===== src/rtl/instr_ingress_arbiter_pkg.sv =====
// Shared types and helpers for the instruction ingress arbiter.
// Holds the FSM state encoding, the default word width and a clog2 helper.
package instr_ingress_arbiter_pkg;

    typedef enum logic {
        IDLE  = 1'b0,
        GRANT = 1'b1
    } state_t;

    localparam int DATA_W_DEFAULT = 64;

    function automatic int clog2(input int value);
        int result;
        result = 0;
        for (int v = value - 1; v > 0; v = v >> 1) begin
            result = result + 1;
        end
        return result;
    endfunction

endpackage


===== src/rtl/instr_ingress_arbiter_rr_picker.sv =====
// Combinational round-robin scan: first set request bit after rr_last, with wrap.
// Requester rr_last itself is checked last, so it has the lowest priority.
module instr_ingress_arbiter_rr_picker #(
    parameter int NUM_REQ = 4,
    parameter int IDX_W   = 2
) (
    input  logic [NUM_REQ-1:0] req,
    input  logic [IDX_W-1:0]   rr_last,
    output logic [IDX_W-1:0]   pick,
    output logic               any_valid
);

    // Scan from the farthest candidate back to the nearest one, so the nearest
    // set bit after rr_last is the one left in pick.
    always_comb begin
        logic [IDX_W-1:0] cand;
        pick      = '0;
        any_valid = 1'b0;
        cand      = '0;
        for (int k = NUM_REQ; k >= 1; k--) begin
            cand = IDX_W'((int'(rr_last) + k) % NUM_REQ);
            if (req[cand]) begin
                pick      = cand;
                any_valid = 1'b1;
            end
        end
    end

endmodule


===== src/rtl/instr_ingress_arbiter.sv =====
// Round-robin arbiter sharing the instruction buffer write port between requesters.
// Groups are never interleaved; each grant is bounded by a burst limit and an idle timeout.
module instr_ingress_arbiter
    import instr_ingress_arbiter_pkg::*;
#(
    parameter int NUM_REQ      = 4,
    parameter int REQ_IDX_W    = (clog2(NUM_REQ) < 1) ? 1 : clog2(NUM_REQ),
    parameter int DATA_W       = DATA_W_DEFAULT,
    parameter int MAX_BURST    = 4,
    parameter int HOLD_TIMEOUT = 8
) (
    input  logic                      external_clk,
    input  logic                      rst,
    input  logic [NUM_REQ-1:0]        req_valid,
    input  logic [NUM_REQ*DATA_W-1:0] req_data,
    input  logic [NUM_REQ-1:0]        req_last,
    output logic [NUM_REQ-1:0]        req_ready,
    input  logic                      buf_full,
    output logic                      buf_wr_en,
    output logic [DATA_W-1:0]         buf_wr_data,
    output logic [REQ_IDX_W-1:0]      grant_id,
    output logic                      grant_active,
    output logic                      abort_err,
    output logic [15:0]               word_count
);

    state_t                 state_q, state_d;
    logic [REQ_IDX_W-1:0]   grant_id_q, grant_id_d;
    logic [REQ_IDX_W-1:0]   rr_last_q, rr_last_d;
    logic [7:0]             burst_cnt_q, burst_cnt_d;
    logic [7:0]             idle_cnt_q, idle_cnt_d;
    logic [15:0]            word_count_q, word_count_d;
    logic                   buf_wr_en_q, buf_wr_en_d;
    logic [DATA_W-1:0]      buf_wr_data_q, buf_wr_data_d;
    logic                   grant_active_q, grant_active_d;
    logic                   abort_err_q, abort_err_d;

    logic [REQ_IDX_W-1:0]   pick;
    logic                   any_valid;
    logic                   g_valid;
    logic                   g_last;
    logic [DATA_W-1:0]      g_data;
    logic                   xfer;

    instr_ingress_arbiter_rr_picker #(
        .NUM_REQ (NUM_REQ),
        .IDX_W   (REQ_IDX_W)
    ) u_rr_picker (
        .req       (req_valid),
        .rr_last   (rr_last_q),
        .pick      (pick),
        .any_valid (any_valid)
    );

    assign g_valid = req_valid[grant_id_q];
    assign g_last  = req_last[grant_id_q];
    assign g_data  = req_data[grant_id_q*DATA_W +: DATA_W];
    assign xfer    = (state_q == GRANT) && g_valid && !buf_full && !rst;

    always_comb begin
        req_ready = '0;
        if (!rst && state_q == GRANT && !buf_full) begin
            req_ready[grant_id_q] = 1'b1;
        end
    end

    always_comb begin
        state_d       = state_q;
        grant_id_d    = grant_id_q;
        rr_last_d     = rr_last_q;
        burst_cnt_d   = burst_cnt_q;
        idle_cnt_d    = idle_cnt_q;
        word_count_d  = word_count_q;
        buf_wr_en_d   = 1'b0;
        buf_wr_data_d = buf_wr_data_q;
        abort_err_d   = 1'b0;
        case (state_q)
            IDLE: begin
                if (any_valid) begin
                    state_d     = GRANT;
                    grant_id_d  = pick;
                    rr_last_d   = pick;
                    burst_cnt_d = 8'd0;
                    idle_cnt_d  = 8'd0;
                end
            end
            GRANT: begin
                if (xfer) begin
                    buf_wr_en_d   = 1'b1;
                    buf_wr_data_d = g_data;
                    word_count_d  = word_count_q + 16'd1;
                    burst_cnt_d   = burst_cnt_q + 8'd1;
                    idle_cnt_d    = 8'd0;
                    if (g_last || (burst_cnt_q + 8'd1) == 8'(MAX_BURST)) begin
                        state_d = IDLE;
                    end
                end else if (!g_valid) begin
                    // Only an absent requester counts towards the timeout, not buffer back-pressure.
                    idle_cnt_d = idle_cnt_q + 8'd1;
                    if ((idle_cnt_q + 8'd1) == 8'(HOLD_TIMEOUT)) begin
                        state_d     = IDLE;
                        abort_err_d = 1'b1;
                    end
                end
            end
            default: state_d = IDLE;
        endcase
        grant_active_d = (state_d == GRANT);
    end

    always_ff @(posedge external_clk) begin
        if (rst) begin
            state_q        <= IDLE;
            grant_id_q     <= '0;
            rr_last_q      <= REQ_IDX_W'(NUM_REQ - 1);
            burst_cnt_q    <= 8'd0;
            idle_cnt_q     <= 8'd0;
            word_count_q   <= 16'd0;
            buf_wr_en_q    <= 1'b0;
            buf_wr_data_q  <= '0;
            grant_active_q <= 1'b0;
            abort_err_q    <= 1'b0;
        end else begin
            state_q        <= state_d;
            grant_id_q     <= grant_id_d;
            rr_last_q      <= rr_last_d;
            burst_cnt_q    <= burst_cnt_d;
            idle_cnt_q     <= idle_cnt_d;
            word_count_q   <= word_count_d;
            buf_wr_en_q    <= buf_wr_en_d;
            buf_wr_data_q  <= buf_wr_data_d;
            grant_active_q <= grant_active_d;
            abort_err_q    <= abort_err_d;
        end
    end

    assign buf_wr_en    = buf_wr_en_q;
    assign buf_wr_data  = buf_wr_data_q;
    assign grant_id     = grant_id_q;
    assign grant_active = grant_active_q;
    assign abort_err    = abort_err_q;
    assign word_count   = word_count_q;

endmodule


===== config.mk =====
export PLATFORM = sky130hd
export DESIGN_NAME = instr_ingress_arbiter
export DESIGN_NICKNAME = d
export VERILOG_FILES = /design/src/rtl/instr_ingress_arbiter_pkg.sv /design/src/rtl/instr_ingress_arbiter_rr_picker.sv /design/src/rtl/instr_ingress_arbiter.sv
export SDC_FILE = /design/constraint.sdc
export NUM_CORES = 1
export LEC_CHECK = 0
export CORE_MARGIN = 1.5
export CORE_UTILIZATION = 25
export DETAILED_ROUTE_END_ITERATION = 10
export SLEW_MARGIN = 20
export SYNTH_ARGS = -nofsm -noshare
export SYNTH_HDL_FRONTEND = slang
export SYNTH_SLANG_ARGS = --single-unit

===== constraint.sdc =====
create_clock -name external_clk -period 2.3 [get_ports external_clk]
set_clock_uncertainty 0.05 [all_clocks]
set_input_delay 0.46 -clock external_clk [delete_from_list [all_inputs] [get_ports external_clk]]
set_output_delay 0.46 -clock external_clk [all_outputs]
set_load 0.005 [all_outputs]

; Word-level counts from Yosys, hierarchy flattened
; Cells that the tools add are included.
[classes]
add_sub_neg = 7
n_lt_le_gt_ge = 6
n_eq_ne = 5
n_shift = 1
n_mux = 37
n_bitwise = 1
n_reduce_logical = 15
[op_table]
columns = op, n
row1 = variable part select 256 x 9 -> 64 bit, 1
row2 = 2-to-1 mux 8 bit, 4
row3 = case mux 8 bit (2 select lines), 2
row4 = 2-to-1 mux 1 bit, 18
row5 = "adder 16 x 1 -> 16 bit, second input constant", 1
row6 = "adder 8 x 1 -> 8 bit, second input constant", 2
row7 = "less-than comparator 2 x 3 -> 1 bit, second input constant", 5
row8 = binary-select mux 1 bit (select 2 bit), 6
row9 = "== test 8 x 3 -> 1 bit, second input constant", 1
row10 = "== test 8 x 4 -> 1 bit, second input constant", 1
row11 = 2-to-1 mux 2 bit, 4
row12 = AND reduction 2 bit, 4
row13 = logical AND 1 bit, 6
row14 = "adder 2 x 1 -> 2 bit, second input constant", 2
row15 = "adder 2 bit, second input constant", 2
row16 = 2-to-1 mux 4 bit, 1
row17 = OR reduction 4 bit, 1
row18 = "!= test 3 x 2 -> 1 bit, second input constant", 1
row19 = demux 1 bit (select 2 bit), 1
row20 = ">= comparator 2 x 1 -> 1 bit, second input constant", 1
row21 = logical NOT 1 bit, 2
row22 = "!= test 2 x 1 -> 1 bit, second input constant", 1
row23 = "!= test 2 bit, second input constant", 1
row24 = case mux 1 bit (2 select lines), 1
row25 = 3 further kinds, 3
[word_totals]
register_bits = 103
input_bits = 267
output_inout_bits = 89
elab_cells = 81

; Longest topological paths before layout
[depth]
word_depth = 9
depth_mapped = 8
depth_no_buf = 5

; Cells and area by module
; From an unflattened synthesis, not the netlist that was laid out.
[hier_totals]
hier_cells = 608
hier_area_um2 = 5744.3
[by_module_without_submodules]
columns = mod, instances, cells_per_inst, area_each_um2, seq_area_each_um2
row1 = instr_ingress_arbiter, 1, 594, 5652.9, 2062.0
row2 = instr_ingress_arbiter_rr_picker, 1, 14, 91.3, 0.0

; Worst setup path after synthesis
; Ideal clock, no wire load.
[synth_timing]
path_kind = reg2reg
from = register grant_id_q[0], in the netlist grant_id[0]
to = register buf_wr_data_q[10], in the netlist buf_wr_data[10]
setup_time_ns = 0.132
t_arrival_ns = 1.662
t_required_ns = 2.118
setup_slack_ns = 0.456
stages_incl_launch_ff = 9
path_buffers = 3
synth_period_minus_slack_ns = 1.844
cell_sequence = dfxtp_1 -> buf_4 -> mux4_2 -> nand2_2 -> inv_2 -> buf_4 -> clkbuf_1 -> nand2_1 -> a21oi_1
[synth_between]
elab_chain_len = 6
elab_cells_between_ends = 7
cone_classes = 1 x shift / 2 x mux / 4 x reduce/logical
[synth_lines]
columns = element, line_no
row1 = "start, declared", instr_ingress_arbiter.sv:28  ; logic [REQ_IDX_W-1:0] grant_id_q, grant_id_d;
row2 = "start signal, assigned", instr_ingress_arbiter.sv:125  ; grant_id_q <= grant_id_d;
row3 = "parallel branches: the longest is 6 deep, another holds variable part select 256 x 9 -> 64 bit", -
row4 = "end signal, assigned", instr_ingress_arbiter.sv:131  ; buf_wr_data_q <= buf_wr_data_d;
row5 = "end, declared", instr_ingress_arbiter.sv:34  ; logic [DATA_W-1:0] buf_wr_data_q, buf_wr_data_d;
; Several ways; the timed one is not identified. The select of a mux whose other input is x is not followed.
; A chain may end at the register's enable or synchronous reset.

; Worst setup path after layout
[layout_timing]
from = register grant_id_q[0], in the netlist grant_id[0]
to = output req_ready[0]
[layout_between]
elab_chain_len = 5
elab_cells_between_ends = 6
cone_classes = 2 x order compare / 3 x mux / 1 x reduce/logical
[layout_lines]
columns = element, line_no
row1 = less-than comparator 2 x 3 -> 1 bit (not written as such) / >= comparator 2 x 1 -> 1 bit (equally long branches), instr_ingress_arbiter.sv:63  ; req_ready[grant_id_q] = 1'b1;
row2 = logical AND 1 bit (not written as such), instr_ingress_arbiter.sv:63
row3 = 2-to-1 mux 1 bit (not written as such), instr_ingress_arbiter.sv:63
row4 = demux 1 bit (select 2 bit) (*), instr_ingress_arbiter.sv:63
row5 = 2-to-1 mux 4 bit (*), instr_ingress_arbiter.sv:62  ; if (!rst && state_q == GRANT && !buf_full) begin
row6 = "end, declared", instr_ingress_arbiter.sv:17  ; output logic [NUM_REQ-1:0] req_ready,
; Mark *: on every way between the ends. The rest lies on a longest branch, timed or not.

==> run_results.csv <==
group,metric,value,unit
run_status,status,"completed",
detailed_routing,drc,0,
yosys,synth_seq_cells,103,
finish,fillerInstances,2185,
sta,maxSlewHeadroom,30.9,%
pwr,leakagePower,3.50,nW
yosys,syn_inst,594,
floorplan,io_pins,356,
sta,slew_viol_final,0,
pwr,ir_worst_vdd,419,µV
hold_path,hold_path.class,"input port to flip-flop",
sta,final.period_utilization,96.0,%
yosys,synth.most_common_cell,"nand2_1",
grt,grt_pass1_vias,6049,
yosys,yosysTopAreaCell,"dfxtp_1",
cts,root_buffer,"clkbuf_16",
detailed_routing,wl_per_cell,16.3,µm
cts,hold_buffers,0,
cts,htree_num_levels,3,
yosys,synthDominantCellAreaShare,36.0,%
cts,clock_sinks,103,
yosys,synth_commonest_cells,"nand2_1 (147), dfxtp_1 (103), a21oi_1 (77), mux4_2 (66), clkbuf_1 (25)",
grt,grt_pass1_wl,31.1,mm
worst_setup_path,crit_required,1790,ps
grt,grt_overflow,0,
placed_design,portBuffers,355,
yosys,yosysUniqueCellTypes,51,
worst_setup_path,worst-setup-path-type,"flip-flop to output pin",
detailed_routing,vias,5866,
cts,cts_tree,"built",
worst_setup_path,cp_cell_sequence,"buf_4 > nor4_2 > clkdlybuf4s50_1",
cts,clock_path_buffers,2,
grt,antenna_found_initial,0,
hold_path,hold-path-endpoint,"idle_cnt_q[2]",
cts,path_clk_slew,80,ps
detailed_routing,ant_nets,0,
placed_design,place_congestion,0.753,
floorplan,num_rows,55,
sta,worst_pin_slew,1040,ps
run,maxCapViolCount,0,
pwr,power_density,489,nW/µm²
cts,cts_buffers,9,
finish,antenna_cells,0,
yosys,synth_edf_count,0,
sta,layout_setup_ws,91.8,ps
yosys,synth_seq_area_share,36.0,%
grt,grt_usage,16.6,%
grt,grt_max_degree,94,
worst_setup_path,timing.rr.start,"grant_id[0]",
finish,drive_gt1_share,13.8,%
detailed_routing,drtIter0Drc,229,
finish,utilization,45.0,%
worst_setup_path,cp_max_fo,5,
worst_setup_path,cp_slowest_stage_delay,550,ps
worst_setup_path,cpMaxStageDelayCell,"clkdlybuf4s50_1",
detailed_routing,via_per_inst,4.74,
hold_path,min_from,"rst",
floorplan,core_area,22600,µm²
finish,syn2layout_area_growth,77.4,%
floorplan,die_w,154,µm
worst_setup_path,r2r_slack,200,ps
yosys,ys_top_cells_by_area,"dfxtp_1 (36%), mux4_2 (26%), nand2_1 (9.6%), a21oi_1 (6.7%), clkbuf_1 (1.6%)",
yosys,synth_nets,865,
worst_setup_path,cp.arrival,1700,ps
worst_setup_path,critPathCaptureType,"output pin",
detailed_routing,drtPass1Iterations,4,
cts,clock_latency,350,ps
yosys,synth.avg_cell_area,9.63,µm²
floorplan,dieArea,23800,µm²
floorplan,start_util,25.3,%
sta,final_hold_viol_count,0,
finish,regArea,2070,µm²
finish,layout.nets,1218,
sta,rsz0062_at_grt,"false",
worst_setup_path,rr_endpoint,"grant_active",
sta,min_period,2210,ps
floorplan,fp.dieH,154,µm
sta,setup_viol,0,
placed_design,dp.final_hpwl,15.6,mm
detailed_routing,wl,20.2,mm
yosys,synth_area,5720,µm²
finish,multi_input_area,3410,µm²
hold_path,hold_depth,2,
yosys,async_flop_share,0,%
worst_setup_path,cp-start-kind,"flip-flop",
sta,fmax,453,MHz
yosys,ys.flop_type,"dfxtp_1",
sta,fin_hold_ws,283,ps
placed_design,pre_cts_ws,-113,ps
worst_setup_path,reg2reg_depth,5,
yosys,yosysWarningCount,0,
==> worst max-delay path, delay by kind of cell (launching register included) <==
| kind | cells | cell delay [ps] |
|---|---|---|
| buf+inv | 2 | 700 |
| simple gates | 1 | 280 |
| flops | 1 | 380 |
==> sequential cells by signal (all words and copies together) (netlist names) <==
register / cells
buf_wr_data: 64
word_count: 16
burst_cnt_q: 8
idle_cnt_q: 8
grant_id: 2
rr_last_q: 2
abort_err: 1
buf_wr_en: 1
grant_active: 1
==> per-layer routing <==
metal / wire, µm / vias to the layer above / GRT usage, %
met5: 0 / - / 0
met1: 7930 / 2756 / 18.7
li1: - / 2885 / -
met4: 337 / 0 / 4.67
met2: 10500 / 201 / 30.5
met3: 1410 / 24 / 4.76
==> what timing repair did <==
item,4_1_cts,5_1_grt
buffers inserted,1,4
cloned,0,1
resized for setup,1,3
pin swaps,1,0
setup endpoints to repair,3,3
==> report_power, final <==
part           total [mW]  leakage, nW  switching (mW)  internal, mW
registers            1.87        0.834          0.0397          1.83
logic                1.33         2.50           0.434         0.891
clock network        1.77        0.166           0.738          1.03
==> kinds of logic (layout without fill, tap and decap cells) <==
logic type,after synthesis,count (layout),share of synthesized area [%]
DFF,103,103,36.0
buffers and inverters,56,414,4.55
AOI/OAI and AO/OA,114,114,11.5
adders and majority gates,4,4,0.875
and+or+nand+nor,239,239,19.1
xor gates and xnor gates,9,9,1.38
muxes,69,69,26.5
==> worst max path at each step <==
stage	end	from	depth (start not counted)	slack, ps
2_1_floorplan	buf_wr_data[10]	grant_id[0]	8	460
3_3_place_gp	idle_cnt_q[0]	req_valid[3]	6	-80
3_5_place_dp	req_ready[3]	buf_full	4	-110
4_1_cts	req_ready[3]	grant_id[0]	3	3
5_1_grt	req_ready[0]	grant_id[0]	3	10
6_report	req_ready[0]	grant_id[0]	3	90
==> area by class of cell <==
class | instances | share of cell area, %
multi-input combinational | 435 | 33.6
sequential | 103 | 20.4
clock buffer | 10 | 2.46
clock inverter | 6 | 0.949
tap | 285 | 3.51
timing repair buffer | 390 | 38.8
inverter | 8 | 0.296
==> cell usage in the layout, fill, tap and decap left out, drive strengths merged, types with 4 or more instances in the layout <==
cell	n
a21oi	77
and3	11
buf	35
clkbuf	11
clkdlybuf4s50	353
dfxtp	103
ha	4
inv	10
mux4	66
nand2	148
nand3	11
nand4	9
nor2	20
nor3	5
nor4	6
o21ai	11
o31ai	4
or3	7
xor2	7
==> per-stage QoR <==
| step | power, mW | setup TNS (ps) | instance area (µm²) | std cells |
|---|---|---|---|---|
| detailed placement | 3.21 | -4790 | 9710 | 1215 |
| CTS | 5.02 | 0 | 10100 | 1232 |
| global route | 5.22 | 0 | 10200 | 1237 |
| global placement | 3.20 | -3160 | 9710 | 1215 |
| finish | 4.97 | 0 | 10200 | 1237 |
| floorplan | 2.50 | 0 | 5720 | 594 |
Note: power is estimated with default switching activity, not from simulation.
